==> config.mk <==
export PLATFORM = sky130hd
export DESIGN_NAME = rob_completion_tracker
export DESIGN_NICKNAME = d
export VERILOG_FILES = /design/src/rtl/rob_completion_tracker_pkg.sv /design/src/rtl/rob_completion_tracker.sv
export SDC_FILE = /design/constraint.sdc
export NUM_CORES = 1
export LEC_CHECK = 0
export BUFFER_PORTS_ARGS = -buffer_cell sky130_fd_sc_hd__buf_2
export CORE_MARGIN = 2
export CORE_UTILIZATION = 50
export DETAILED_ROUTE_END_ITERATION = 8
export GPL_TIMING_DRIVEN = 1
export PLACE_DENSITY = 0.76
export SYNTH_ARGS = -nofsm -noshare
export SYNTH_HDL_FRONTEND = slang
export SYNTH_SLANG_ARGS = --single-unit
==> constraint.sdc <==
create_clock -name cpu_clock_i -period 4.8 [get_ports cpu_clock_i]
set_input_delay 0.48 -clock cpu_clock_i [delete_from_list [all_inputs] [get_ports cpu_clock_i]]
set_output_delay 0.48 -clock cpu_clock_i [all_outputs]
set_load 0.005 [all_outputs]
==> src/rtl/rob_completion_tracker_pkg.sv <==
`default_nettype none
// ============================================================================
// Module      : rob_completion_tracker_pkg
// Description : Shared ROB sizing constants and ID type used by rename,
//               the writeback stages, retire and the completion tracker.
// Revision    : 1.0 - initial release
// ============================================================================
package rob_completion_tracker_pkg;

  localparam int ROB_ENTRIES = 32;
  localparam int ROB_ID_W    = 5;

  typedef logic [ROB_ID_W-1:0] rob_id_t;

endpackage
`default_nettype wire

==> src/rtl/rob_completion_tracker.sv <==
`default_nettype none
// ============================================================================
// Module      : rob_completion_tracker
// Description : Reorder-buffer valid/done tracker. Allocates up to two slots
//               in order at the tail, marks slots done from two writeback
//               ports and retires up to two done slots per cycle from the head.
// Revision    : 1.0 - initial release
// ============================================================================
module rob_completion_tracker
  import rob_completion_tracker_pkg::*;
#(
  parameter int ENTRIES = ROB_ENTRIES,
  parameter int ID_W    = ROB_ID_W
) (
  input  logic            cpu_clock_i,
  input  logic            cpu_reset_i,
  input  logic            flush_i,
  input  logic [1:0]      alloc_req_i,
  output logic            alloc_ready_o,
  output logic [ID_W-1:0] alloc_id0_o,
  output logic [ID_W-1:0] alloc_id1_o,
  input  logic [ID_W-1:0] p0_rob_id_i,
  input  logic            p0_rob_valid_i,
  input  logic [ID_W-1:0] p1_rob_id_i,
  input  logic            p1_rob_valid_i,
  output logic [1:0]      commit_valid_o,
  output logic [ID_W-1:0] commit_id0_o,
  output logic [ID_W-1:0] commit_id1_o,
  output logic            empty_o,
  output logic            full_o
);

  // Two free slots are needed to accept a request, so the last count
  // that still admits allocation is ENTRIES-2.
  localparam logic [ID_W:0] c_ready_max = (ID_W+1)'(ENTRIES - 2);
  localparam logic [ID_W:0] c_full_cnt  = (ID_W+1)'(ENTRIES);

  logic [ENTRIES-1:0] valid_q, valid_d;
  logic [ENTRIES-1:0] done_q,  done_d;
  logic [ID_W-1:0]    head_q,  head_d;
  logic [ID_W-1:0]    tail_q,  tail_d;
  logic [ID_W:0]      count_q, count_d;

  logic [ID_W-1:0]    w_head_p1;
  logic [ID_W-1:0]    w_tail_p1;
  logic               w_commit0;
  logic               w_commit1;
  logic               w_alloc_ready;
  logic [1:0]         w_n_alloc;
  logic [1:0]         w_n_commit;

  // Head/tail neighbours, commit eligibility and allocation acceptance,
  // all derived from registered state only.
  always_comb begin
    w_head_p1     = head_q + ID_W'(1);
    w_tail_p1     = tail_q + ID_W'(1);
    w_commit0     = valid_q[head_q] & done_q[head_q];
    w_commit1     = w_commit0 & valid_q[w_head_p1] & done_q[w_head_p1];
    w_alloc_ready = (count_q <= c_ready_max);
    w_n_alloc     = w_alloc_ready ? ({1'b0, alloc_req_i[0]} + {1'b0, alloc_req_i[1]}) : 2'd0;
    w_n_commit    = {1'b0, w_commit0} + {1'b0, w_commit1};
  end

  // Next-state: flush empties everything; otherwise per-slot set/clear for
  // completion, commit and allocation, applied in that order so a freshly
  // allocated slot always starts with done=0.
  always_comb begin
    valid_d = valid_q;
    done_d  = done_q;
    head_d  = head_q;
    tail_d  = tail_q;
    count_d = count_q;
    if (flush_i) begin
      valid_d = '0;
      done_d  = '0;
      head_d  = '0;
      tail_d  = '0;
      count_d = '0;
    end else begin
      for (int i = 0; i < ENTRIES; i++) begin
        if (p0_rob_valid_i && (p0_rob_id_i == ID_W'(i)) && valid_q[i]) begin
          done_d[i] = 1'b1;
        end
        if (p1_rob_valid_i && (p1_rob_id_i == ID_W'(i)) && valid_q[i]) begin
          done_d[i] = 1'b1;
        end
        if ((w_commit0 && (head_q == ID_W'(i))) ||
            (w_commit1 && (w_head_p1 == ID_W'(i)))) begin
          valid_d[i] = 1'b0;
          done_d[i]  = 1'b0;
        end
        if (((w_n_alloc != 2'd0) && (tail_q == ID_W'(i))) ||
            ((w_n_alloc == 2'd2) && (w_tail_p1 == ID_W'(i)))) begin
          valid_d[i] = 1'b1;
          done_d[i]  = 1'b0;
        end
      end
      head_d  = head_q + ID_W'(w_n_commit);
      tail_d  = tail_q + ID_W'(w_n_alloc);
      count_d = count_q + (ID_W+1)'(w_n_alloc) - (ID_W+1)'(w_n_commit);
    end
  end

  // State registers with synchronous reset to the empty tracker.
  always_ff @(posedge cpu_clock_i) begin
    if (cpu_reset_i) begin
      valid_q <= '0;
      done_q  <= '0;
      head_q  <= '0;
      tail_q  <= '0;
      count_q <= '0;
    end else begin
      valid_q <= valid_d;
      done_q  <= done_d;
      head_q  <= head_d;
      tail_q  <= tail_d;
      count_q <= count_d;
    end
  end

  // Outputs are combinational from state; commit is suppressed during flush.
  always_comb begin
    alloc_ready_o  = w_alloc_ready;
    alloc_id0_o    = tail_q;
    alloc_id1_o    = w_tail_p1;
    commit_valid_o = flush_i ? 2'b00 : {w_commit1, w_commit0};
    commit_id0_o   = head_q;
    commit_id1_o   = w_head_p1;
    empty_o        = (count_q == '0);
    full_o         = (count_q == c_full_cnt);
  end

endmodule
`default_nettype wire

==> results of run 1 <==
-- worst max path at each step --
stage | start | to | slack (ns) | depth (start not counted)
floorplan | commit_id0_o[1] | count_q[5] | 0.16 | 22
global placement | commit_id0_o[0] | count_q[5] | 0.59 | 19
detailed placement | commit_id0_o[0] | count_q[5] | 0.42 | 19
CTS | commit_id0_o[0] | count_q[5] | 0.40 | 19
global route | commit_id0_o[0] | count_q[5] | 0.14 | 19
finish | commit_id0_o[0] | count_q[5] | 0.41 | 19
-- cell usage after synthesis, drive strengths merged, types with 14 or more instances --
master,instances
inv,39
a22o,17
or3,22
nor3,33
nand2,99
mux2i,14
a2111oi,26
a211oi,14
clkbuf,33
a21oi,51
nand3,29
nor4,14
o22ai,36
o211ai,17
dfxtp,80
ha,31
nor2,40
o31ai,34
buf,21
-- kinds of logic (layout without fill, tap and decap cells) --
| family | Yosys count | in the layout | synth area share |
|---|---|---|---|
| AOI/OAI and AO/OA | 241 | 241 | 0.278 |
| xor gates and xnor gates | 12 | 12 | 0.0168 |
| adders and majority gates | 35 | 35 | 0.0749 |
| buffers and inverters | 96 | 116 | 0.0631 |
| DFF | 80 | 80 | 0.256 |
| muxes | 23 | 23 | 0.0531 |
| and+or+nand+nor | 308 | 308 | 0.258 |
-- cell type report --
type	count	area [um^2]	share of cell area
clock buffers	9	225	0.0324
clock inverters	7	144	0.0207
inverters	42	158	0.0227
multi-input cells	619	4270	0.615
flip-flops and latches	80	1600	0.231
well taps	168	210	0.0303
repair buffers	58	333	0.0479
-- per-stage QoR --
| step | utilization | setup WS (ns) | hold slack [ns] | total power, W | cell area, um^2 |
|---|---|---|---|---|---|
| final | 0.573 | 0.405 | 0.498 | 0.00190 | 6940 |
| after global placement | 0.543 | 0.594 | 0.479 | 0.00104 | 6570 |
| after global routing | 0.573 | 0.140 | 0.519 | 0.00197 | 6940 |
| after detailed placement | 0.543 | 0.421 | 0.482 | 0.00105 | 6570 |
| after floorplan | - | 0.156 | 0.461 | 0.000945 | 6250 |
| after CTS | 0.573 | 0.395 | 0.493 | 0.00190 | 6940 |
-- power groups by stage --
| stage | Combinational (W) | Clock, W | Sequential [W] |
|---|---|---|---|
| floorplan | 0.000229 | 0 | 0.000716 |
| CTS | 0.000329 | 0.000860 | 0.000710 |
| global placement | 0.000319 | 0 | 0.000723 |
| global route | 0.000368 | 0.000886 | 0.000714 |
| finish | 0.000334 | 0.000858 | 0.000710 |
| detailed placement | 0.000326 | 0 | 0.000724 |
-- sequential cells by signal, indices dropped and copies added (netlist names) --
signal        cells
alloc_id0_o       5
count_q           6
commit_id0_o      5
done_q           32
valid_q          32
-- per-layer routing --
metal  up-vias  routed length (um)  track usage
li1       3033                   -            -
met1      3199                8770        0.410
met2       433                9980        0.523
met3        89                2700        0.117
met4         0                1040        0.157
met5         -                   0            0
-- tightest hold or removal path, delay by kind of cell, from the launching register on --
kind | cells | cell delay [ns]
simple gates | 1 | 0.07
flops | 1 | 0.33
compound gates | 1 | 0.05
==> results.json, run 1 <==
{
  "clk_pin_slew_ns": 0.07,
  "r2r_end": "count_q[5]",
  "yosysUniqueCellTypes": 57,
  "ys_async_sr_fraction": 0,
  "netlist.area_leader.share": 0.256,
  "rsz0062_at_grt": "no",
  "die_x_um": 116,
  "clkPwrFrac": 0.451,
  "postCtsHoldBufs": 0,
  "crit_required_ns": 5.01,
  "ios": 42,
  "r2r_start": "commit_id0_o[0]",
  "syn_area_mm2": 0.00625,
  "finalWeightedCongestion": 0.984,
  "reg2reg_setup_slack_ns": 0.41,
  "switching_share": 0.276,
  "final_antenna_net_count": 0,
  "p_sw_w": 0.000525,
  "vias": 6754,
  "critPathCaptureType": "flop",
  "cts_tree": "done",
  "final_cells": 983,
  "run_status": "finished clean",
  "hold_end": "valid_q[9]",
  "critPathSlowestCell": "dfxtp_1",
  "startpoint_type": "flop",
  "gr-total-overflow": 0,
  "synth.top_cells.by_area": "dfxtp_1, ha_1, nand2_1, a21oi_1, o31ai_1",
  "final.setup.tns_ns": 0,
  "final_common_cell": "nand2_1",
  "postCtsSetupBuffers": 0,
  "tightest_slew_ns": 1.07,
  "hpwlAfterDp_mm": 16.5,
  "final_cell_mix": "nand2_1, dfxtp_1, a21oi_1",
  "wire_per_inst_um": 22.9,
  "synth.avg_cell_area_um2": 7.86,
  "synth_edf_count": 0,
  "synthFlopType": "dfxtp_1",
  "root_buffer": "clkbuf_16",
  "post-route-period-util": 0.916,
  "critPathKind": "flop to flop",
  "dr.first_iter.drc_count": 772,
  "drive_gt1_frac": 0.118,
  "first_pass_iters": 6,
  "vdd_drop_max_uv": 213,
  "synthCells": 795,
  "cts_resized": 0,
  "worst_r2r_path_depth": 19,
  "diodes": 0,
  "finalHoldViolCount": 0,
  "powerDensity_mw_per_mm2": 274,
  "area_delta_synth_final_pct": 11.1,
  "first_global_vias": 6328,
  "portBuffers": 41,
  "crit_fanout": 33,
  "cts_sinks": 80,
  "crit_top_cell": "ha_1",
  "grt_pass1_wl_mm": 33.7,
  "rows": 40,
  "path_cells": "inv_1 > ha_1 > buf_4 > nand3_1 > o211ai_1 > o21ai_0 > a2111o_1 > mux2_2 > nor2_1 > ha_1 > fa_1 > inv_1 > ha_1 > a21o_1 > a21oi_1 > o21bai_1 > a21oi_1 > xnor2_1 > nor2_1",
  "die-area_mm2": 0.0134,
  "min_path_cells": 2,
  "grt_usage": 0.333,
  "yosysTopAreaCell": "dfxtp_1",
  "grt_antenna_before_repair": 1,
  "seq_power_share": 0.373,
  "drc": 0,
  "relSlewSlack": 0.271,
  "internal_power_w": 0.00138,
  "setup_viol": 0,
  "viasPerCell": 6.87,
  "cp_slowest_stage_delay_ns": 0.50,
  "p_leak_nw": 2.36,
  "finalNetCount": 862,
  "p_comb_frac": 0.176,
  "clk_latency_ns": 0.35,
  "wirelength_mm": 22.5,
  "clock_path_buffers": 2,
  "dp_cells": 967,
  "worst-path-buf-inv": 3,
  "cp_top_family": "compound AO/OA/AOI/OAI gates",
  "finalMaxSlewViolations": 0,
  "finalCriticalPeriod_ns": 4.39,
  "start_util": 0.516,
  "cp_data_arrival_time_ns": 4.61,
  "fin_skew_ns": 0.00814,
  "hold_class": "flop to flop",
  "numCtsBuffers": 9,
  "syn-num-nets": 847,
  "core_mm2": 0.0121,
  "yosys_warnings": 0,
  "die_h_um": 116,
  "maxCapViolCount": 0,
  "yosysSeqAreaShare": 0.256,
  "cts-htree-levels": 3,
  "fillers": 1130,
  "ys_seq_elements": 80,
  "holdCritStartpoint": "valid_q[9]",
  "grt_max_degree": 50,
  "clock.fmax_mhz": 228
}
Power figures use the tool's default switching activity.
==> run 2, diff against run 1 <==
CTS_CLUSTER_SIZE = 24   (was default)
REMOVE_ABC_BUFFERS = 1   (was default)
==> run 2 against run 1 <==
Against the previous run:
- sequential cell count unchanged
- clock power down 19%
- non-clock buffer count up 1
- routed wire length up 1.7%
- via count down 2.1%
- power down 9.2%
- clock skew down 0.00080 ns
- largest cell class unchanged
- largest power group is now registers
==> results.json, run 2 (same netlist as run 1, synthesis figures left out) <==
{
  "cts_tree": "done",
  "post-route-period-util": 0.916,
  "clock_path_buffers": 2,
  "first_global_vias": 6209,
  "ff_latch_area_mm2": 0.00160,
  "die_h_um": 116,
  "postCtsHoldBufs": 0,
  "cp_slowest_stage_delay_ns": 0.60,
  "run_status": "finished clean",
  "p_leak_nw": 2.33,
  "path_cells": "inv_1 > ha_1 > buf_12 > nand3_1 > o211ai_1 > o21ai_0 > a2111o_1 > mux2_2 > nor2_1 > ha_1 > fa_1 > inv_1 > ha_1 > a21o_1 > a21oi_1 > o21bai_1 > a21oi_1 > xnor2_1 > nor2_1",
  "first_pass_iters": 5,
  "worst-path-buf-inv": 3,
  "hold_class": "flop to flop",
  "final_antenna_net_count": 0,
  "grt_max_degree": 65,
  "cts_sinks": 80,
  "viasPerCell": 6.72,
  "wire_per_inst_um": 23.2,
  "rows": 40,
  "placed_area_mm2": 0.00659,
  "fin_skew_ns": 0.00734,
  "ios": 42,
  "clk_latency_ns": 0.35,
  "final_cell_mix": "nand2_1, dfxtp_1, a21oi_1",
  "postCtsSetupBuffers": 0,
  "portBuffers": 41,
  "critPathCaptureType": "flop",
  "startpoint_type": "flop",
  "multi_input_area_mm2": 0.00427,
  "final_cell_area_mm2": 0.00688,
  "setup_ws_ns": 0.401,
  "grt_usage": 0.345,
  "tightest_slew_ns": 1.00,
  "rsz0062_at_grt": "no",
  "core_mm2": 0.0121,
  "crit_fanout": 21,
  "crit_top_cell": "ha_1",
  "finalWeightedCongestion": 0.992,
  "drc": 0,
  "cp_top_family": "adder cells",
  "drive_gt1_frac": 0.118,
  "finalCriticalPeriod_ns": 4.40,
  "cts_resized": 0,
  "maxCapViolCount": 0,
  "grt_pass1_wl_mm": 35.2,
  "final.setup.tns_ns": 0,
  "critPathSlowestCell": "ha_1",
  "finalNetCount": 863,
  "die_x_um": 116,
  "clk_pin_slew_ns": 0.06,
  "area_delta_synth_final_pct": 10.1,
  "path_depth": 19,
  "reg.largest.list": "done_q x32, valid_q x32, count_q x6",
  "die-area_mm2": 0.0134,
  "diodes": 0,
  "place_ws_ns": 0.412,
  "cp_data_arrival_time_ns": 4.60,
  "worst_hold_slack_ns": 0.489,
  "min_path_cells": 2,
  "setup_viol": 0,
  "root_buffer": "clkbuf_16",
  "finalHoldViolCount": 0,
  "grt_antenna_before_repair": 0,
  "critPathKind": "flop to flop",
  "vias": 6612,
  "reg2reg_setup_slack_ns": 0.40,
  "powerDensity_mw_per_mm2": 251,
  "worst_r2r_path_depth": 19,
  "relSlewSlack": 0.315,
  "crit_required_ns": 5.00,
  "fillers": 1174,
  "gr-total-overflow": 0,
  "hpwlAfterDp_mm": 17.0,
  "clock.fmax_mhz": 227,
  "numCtsBuffers": 9,
  "cts-htree-levels": 3,
  "vdd_drop_max_uv": 196,
  "finalMaxSlewViolations": 0,
  "wirelength_mm": 22.9,
  "post-route-util": 0.568,
  "start_util": 0.516,
  "final_common_cell": "nand2_1",
  "dr.first_iter.drc_count": 954
}
[run 2: report_power, final]
group	internal [W]	switching [W]	total, W	leakage, nW
sequential	0.000683	0.0000253	0.000709	0.646
clock	0.000400	0.000296	0.000696	0.138
combinational	0.000131	0.000191	0.000322	1.55
total	0.00122	0.000512	0.00173	2.33
[run 2: tightest hold or removal path, cell delays in order (launching register included)]
cell and delay (ns):
dfxtp_1 0.33, nand2_1 0.06, o31ai_1 0.05
[run 2: path summary, 6_finish.rpt]
| check | from | to |
|---|---|---|
| worst max-delay path | commit_id0_o[1] | count_q[5] |
| worst min-delay path | valid_q[0] | valid_q[0] |
| worst max register to register | commit_id0_o[1] | count_q[5] |
| worst min register to register | valid_q[0] | valid_q[0] |
[run 2: layout make-up]
cell class	instances	area share
multi-input cells	619	0.620
flip-flops and latches	80	0.233
repair buffers	59	0.0513
clock buffers	10	0.0333
well taps	168	0.0305
inverters	42	0.0229
clock inverters	6	0.00873
[run 2: stage by stage]
step	total power [W]	std cells
2_1_floorplan	0.000940	741
3_3_place_gp	0.00103	968
3_5_place_dp	0.00104	968
4_1_cts	0.00173	984
5_1_grt	0.00180	984
6_report	0.00173	984
[run 2: per-layer routing]
| metal | global-route usage | vias to the layer above | wire length [um] |
|---|---|---|---|
| li1 | - | 3044 | - |
| met1 | 0.459 | 3119 | 9470 |
| met2 | 0.518 | 380 | 9900 |
| met3 | 0.102 | 69 | 2560 |
| met4 | 0.156 | 0 | 954 |
| met5 | 0 | - | 0 |
